### src/rtl/adau_spi_sequencer.sv
// Plays the fixed ADAU1761 init table into adau_spi_master, then forwards host register writes.
// Host forwarding exists only when ADAU_SEQ_HOST_EN is defined; otherwise RUN is terminal.
module adau_spi_sequencer #(
    parameter int unsigned WAIT_CYCLES = 120000,
    parameter int unsigned WAIT_AFTER  = 3
) (
    input  logic        clk,
    input  logic        reset_n,
    output logic [31:0] spi_data,
    output logic        spi_valid,
    input  logic        spi_ready,
    input  logic [31:0] host_data,
    input  logic        host_valid,
    output logic        host_ready,
    output logic        init_done,
    output logic        busy
);
    localparam int unsigned    CntW    = $clog2(WAIT_CYCLES + 1);
    localparam logic [CntW-1:0] CntLast = CntW'(WAIT_CYCLES - 1);
    localparam logic [2:0]     IdxWait = 3'(WAIT_AFTER);
    localparam logic [2:0]     IdxLast = 3'd5;

    typedef enum logic [2:0] {
        StInitIssue,
        StInitDrain,
        StInitWait,
        StRun,
        StHostIssue,
        StHostDrain
    } state_e;

    state_e          state_q, state_d;
    logic [2:0]      idx_q, idx_d;
    logic [CntW-1:0] cnt_q, cnt_d;
    logic            seen_low_q, seen_low_d;
    logic            armed_q;
    logic [31:0]     spi_data_q, spi_data_d;
    logic            spi_valid_q, spi_valid_d;
    logic            host_ready_q, host_ready_d;
    logic            init_done_q, init_done_d;
    logic            busy_q, busy_d;

    function automatic logic [31:0] init_word(input logic [2:0] i);
        case (i)
            3'd3:    return 32'h0040_0001;
            3'd4:    return 32'h0040_F97F;
            3'd5:    return 32'h0040_FA03;
            default: return 32'h0040_0000;
        endcase
    endfunction

    always_comb begin
        state_d    = state_q;
        idx_d      = idx_q;
        cnt_d      = cnt_q;
        seen_low_d = seen_low_q;
        spi_data_d = spi_data_q;

        unique case (state_q)
            StInitIssue: begin
                if (spi_valid_q && spi_ready) begin
                    state_d    = StInitDrain;
                    seen_low_d = 1'b0;
                end
            end
            // The master must drop ready and raise it again before the next word goes out.
            StInitDrain: begin
                if (!spi_ready) begin
                    seen_low_d = 1'b1;
                end else if (seen_low_q) begin
                    if (idx_q == IdxWait) begin
                        state_d = StInitWait;
                        cnt_d   = '0;
                    end else if (idx_q == IdxLast) begin
                        state_d = StRun;
                    end else begin
                        idx_d   = idx_q + 3'd1;
                        state_d = StInitIssue;
                    end
                end
            end
            StInitWait: begin
                if (cnt_q == CntLast) begin
                    if (idx_q == IdxLast) begin
                        state_d = StRun;
                    end else begin
                        idx_d   = idx_q + 3'd1;
                        state_d = StInitIssue;
                    end
                end else begin
                    cnt_d = cnt_q + 1'b1;
                end
            end
            StRun: begin
`ifdef ADAU_SEQ_HOST_EN
                if (host_valid && host_ready_q) begin
                    state_d    = StHostIssue;
                    spi_data_d = host_data;
                end
`endif
            end
`ifdef ADAU_SEQ_HOST_EN
            StHostIssue: begin
                if (spi_valid_q && spi_ready) begin
                    state_d    = StHostDrain;
                    seen_low_d = 1'b0;
                end
            end
            StHostDrain: begin
                if (!spi_ready) begin
                    seen_low_d = 1'b1;
                end else if (seen_low_q) begin
                    state_d = StRun;
                end
            end
`endif
            default: state_d = StInitIssue;
        endcase

        if (state_d == StInitIssue) begin
            spi_data_d = init_word(idx_d);
        end

        // armed_q holds valid low for the first cycle out of reset.
        spi_valid_d = armed_q && (state_d == StInitIssue || state_d == StHostIssue);
        busy_d      = (state_d != StRun);
        init_done_d = init_done_q || (state_d == StRun);
`ifdef ADAU_SEQ_HOST_EN
        host_ready_d = (state_d == StRun);
`else
        host_ready_d = 1'b0;
`endif
    end

`ifndef ADAU_SEQ_HOST_EN
    logic unused_host;
    assign unused_host = ^{host_data, host_valid};
`endif

    always_ff @(posedge clk) begin
        if (!reset_n) begin
            state_q      <= StInitIssue;
            idx_q        <= '0;
            cnt_q        <= '0;
            seen_low_q   <= 1'b0;
            armed_q      <= 1'b0;
            spi_data_q   <= '0;
            spi_valid_q  <= 1'b0;
            host_ready_q <= 1'b0;
            init_done_q  <= 1'b0;
            busy_q       <= 1'b1;
        end else begin
            state_q      <= state_d;
            idx_q        <= idx_d;
            cnt_q        <= cnt_d;
            seen_low_q   <= seen_low_d;
            armed_q      <= 1'b1;
            spi_data_q   <= spi_data_d;
            spi_valid_q  <= spi_valid_d;
            host_ready_q <= host_ready_d;
            init_done_q  <= init_done_d;
            busy_q       <= busy_d;
        end
    end

    assign spi_data   = spi_data_q;
    assign spi_valid  = spi_valid_q;
    assign host_ready = host_ready_q;
    assign init_done  = init_done_q;
    assign busy       = busy_q;

endmodule
### config.mk
export PLATFORM = sky130hd
export DESIGN_NAME = adau_spi_sequencer
export DESIGN_NICKNAME = d
export VERILOG_FILES = /design/src/rtl/adau_spi_sequencer.sv
export SDC_FILE = /design/constraint.sdc
export NUM_CORES = 1
export LEC_CHECK = 0
export BUFFER_PORTS_ARGS = -buffer_cell sky130_fd_sc_hd__buf_4
export CAP_MARGIN = 0
export CORE_ASPECT_RATIO = 2
export CORE_MARGIN = 10
export CORE_UTILIZATION = 52
export CTS_CLUSTER_DIAMETER = 50
export DETAILED_ROUTE_END_ITERATION = 8
export PLACE_DENSITY = 0.84
export SKIP_CTS_REPAIR_TIMING = 1
export SLEW_MARGIN = 20
export SYNTH_ARGS = -nofsm -noshare
export SYNTH_HDL_FRONTEND = slang
export SYNTH_SLANG_ARGS = --single-unit
### constraint.sdc
create_clock -name clk -period 5.7 [get_ports clk]
set_input_delay 0.285 -clock clk [delete_from_list [all_inputs] [get_ports clk]]
set_output_delay 0.285 -clock clk [all_outputs]
set_load 0.1 [all_outputs]
==> results.yml <==
drt:
  wl_per_cell_um: 14.0
  drc_errors: 0
  drtAntennaViolNets: 0
  drt_iter0_drc: 46
  viasPerCell: 5.15
  first_pass_iters: 4
  num_vias: 1411
  routed_wl_mm: 3.83
yosys:
  yosysTopAreaCellShare: 0.353
  synthDistinctLibCells: 52
  synth_warnings: 0
  synth_common_cells: "dfxtp_1 (33), buf_4 (29), nor2_1 (17)"
  yosysSeqAreaShare: 0.353
  synth_most_common_cell: "dfxtp_1"
  synth_area_leaders: "dfxtp_1 (35%), buf_4 (12%), xnor2_1 (4.2%)"
  netlist_area_sq_um: 1870
  ys.flop_type: "dfxtp_1"
  async_reset_ff_frac: 0
  syn-mean-instance-area_sq_um: 8.79
  synth_edf_count: 0
  ys_ff_latch: 33
  yosysTopAreaCell: "dfxtp_1"
  syn_inst: 213
power:
  p_per_area_nw_per_um2: 260
  clkPwrFrac: 0.424
  seq_power_share: 0.444
  power_uw: 528
  ir_drop_mv: 0.255
  p_int_uw: 379
  power.switching_uw: 148
  comb_power_share: 0.132
  p_sw_frac: 0.281
  p_leak_nw: 0.817
clock_network:
  path_clk_slew_ns: 0.07
  clock_path_buffers: 2
  h-tree-depth: 2
  cts_tree: "yes"
  clk_latency_ns: 0.28
  root_buffer: "clkbuf_8"
  cts_sinks: 33
  cts_buffers: 5
sta:
  hold_violations: 0
  finalSetupTns_ns: 0
  worstMarginPinSlew_ns: 0.669
  fin_skew_ns: 0.00791
  rsz0062_at_grt: "no"
  setup_viol: 0
  relSlewSlack: 0.554
  max_freq_mhz: 427
  period_share: 0.411
  slew_violations: 0
  period_needed_ns: 2.34
flow_run:
  cap_violations: 0
critical_path:
  start_kind: "register"
  worstPathRequired_ns: 5.84
  critPathCapture: "cnt_q[15]$_SDFFE_PN0P_"
  cp_data_arrival_time_ns: 2.49
  criticalPathCategory: "reg2reg"
  cp_max_fo: 16
  reg2regPathDepth: 7
  reg2reg_slack_ns: 3.36
  endpoint_kind: "register"
  r2r-end: "cnt_q[15]$_SDFFE_PN0P_"
  r2r-start: "cnt_q[0]$_SDFFE_PN0P_"
  critPathLaunch: "cnt_q[0]$_SDFFE_PN0P_"
layout:
  drive_above_1_share: 0.159
  area_delta_synth_final_pct: 8.42
  fin_area_sq_um: 2030
  nets: 265
  final_cell_count_no_fill: 274
  final_core_util: 0.594
  antenna_cells: 0
floorplan:
  die_w_um: 62.4
  fp.coreArea_sq_um: 3420
  floorplan.initialDensity: 0.548
  boundaryPins: 72
  die_h_um: 105
  dieArea_sq_um: 6550
  placement_rows: 30
placement:
  place_area_sq_um: 1910
  gp_congestion: 0.881
  place_inst: 266
  portBuffers: 20
  hpwlAfterDp_mm: 2.96
global_route:
  grt_pass1_wl_mm: 6.69
  grt_overflow: 0
  grt_usage: 0.121
  antenna_found_initial: 0
  grt_max_degree: 19
  grt_pass1_vias: 1511
hold_path:
  hold_path.class: "in2reg"
  min-delay-start: "spi_ready"
outcome:
  outcome: "completed"
-- power by group through the flow --
| stage | sequential, mW | clock (mW) | combinational [mW] |
|---|---|---|---|
| floorplan | 0.247 | 0 | 0.0666 |
| global placement | 0.239 | 0 | 0.0691 |
| detailed placement | 0.239 | 0 | 0.0692 |
| CTS | 0.234 | 0.228 | 0.0692 |
| global route | 0.234 | 0.235 | 0.0717 |
| finish | 0.234 | 0.224 | 0.0697 |
-- cell type report --
cell class,instances,area (sq um)
inverter,6,22.5
timing repair buffer,20,150
multi-input combinational,159,1020
fill,301,1390
tap,48,60.1
clock buffer,7,86.3
sequential,33,661
clock inverter,1,30.0
-- metrics by stage --
step,hold slack (ns),setup slack [ns]
2_1_floorplan,0.313,3.61
3_3_place_gp,0.432,3.43
3_5_place_dp,0.441,3.45
4_1_cts,0.194,3.38
5_1_grt,0.197,3.11
6_report,0.196,3.36
-- cell usage in the layout, fill, tap and decap left out, types with 3 or more instances in the layout --
master,count
a21oi_1,6
ha_1,4
nor2_1,17
buf_4,20
and3_1,3
xor2_1,5
or3_1,3
nand3b_1,3
and2_1,8
o21ai_0,5
o21ai_1,4
inv_1,6
o21a_1,3
a21boi_1,3
xnor2_1,9
dfxtp_1,33
clkbuf_8,6
nand2_1,16
nor3_1,7
nand3_1,8
conb_1,19
-- sequential cells by signal, indices dropped and copies added, names as in the netlist --
name,cells
init_done,1
idx_q,3
seen_low_q,1
state_q,3
busy,1
cnt_q,17
spi_valid,1
spi_data,5
armed_q,1
-- worst min-delay path by stage --
| stage | cells past startpoint | end | slack (ns) |
|---|---|---|---|
| CTS | 2 | seen_low_q$_SDFFE_PN0P_ | 0.19 |
| finish | 2 | seen_low_q$_SDFFE_PN0P_ | 0.20 |
| floorplan | 0 | armed_q$_DFF_P_ | 0.31 |
| global route | 2 | seen_low_q$_SDFFE_PN0P_ | 0.20 |
| detailed placement | 2 | init_done$_SDFF_PN0_ | 0.44 |
| global placement | 2 | init_done$_SDFF_PN0_ | 0.43 |
-- critical path: stages, from the launching register on --
cell,delay (ns)
dfxtp_1,0.38
ha_1,0.32
and4_1,0.28
nand4_4,0.19
a21oi_2,0.59
nor3_1,0.18
xnor2_1,0.20
nor2_1,0.06
-- kinds of logic (layout without fill, tap and decap cells) --
| logic type | after synthesis | in the layout | share of synthesized area |
|---|---|---|---|
| AO/OA/AOI/OAI | 34 | 34 | 0.124 |
| XOR/XNOR | 14 | 14 | 0.0655 |
| adder cells (fa/ha/maj) | 4 | 4 | 0.0267 |
| buffers and inverters | 39 | 34 | 0.138 |
| flip-flops | 33 | 33 | 0.353 |
| multiplexers | 2 | 2 | 0.0107 |
| other | 1 | 19 | 0.00200 |
| AND/OR/NAND/NOR | 86 | 86 | 0.279 |
-- layer usage --
metal  part of all wire  up-vias  track usage
met1               0.34      650        0.106
met5                  0        -            0
met4              0.028        0       0.0836
met2               0.57       38        0.224
met3              0.054        9       0.0385
li1                   -      714            -
(Power assumes the default switching activity.)
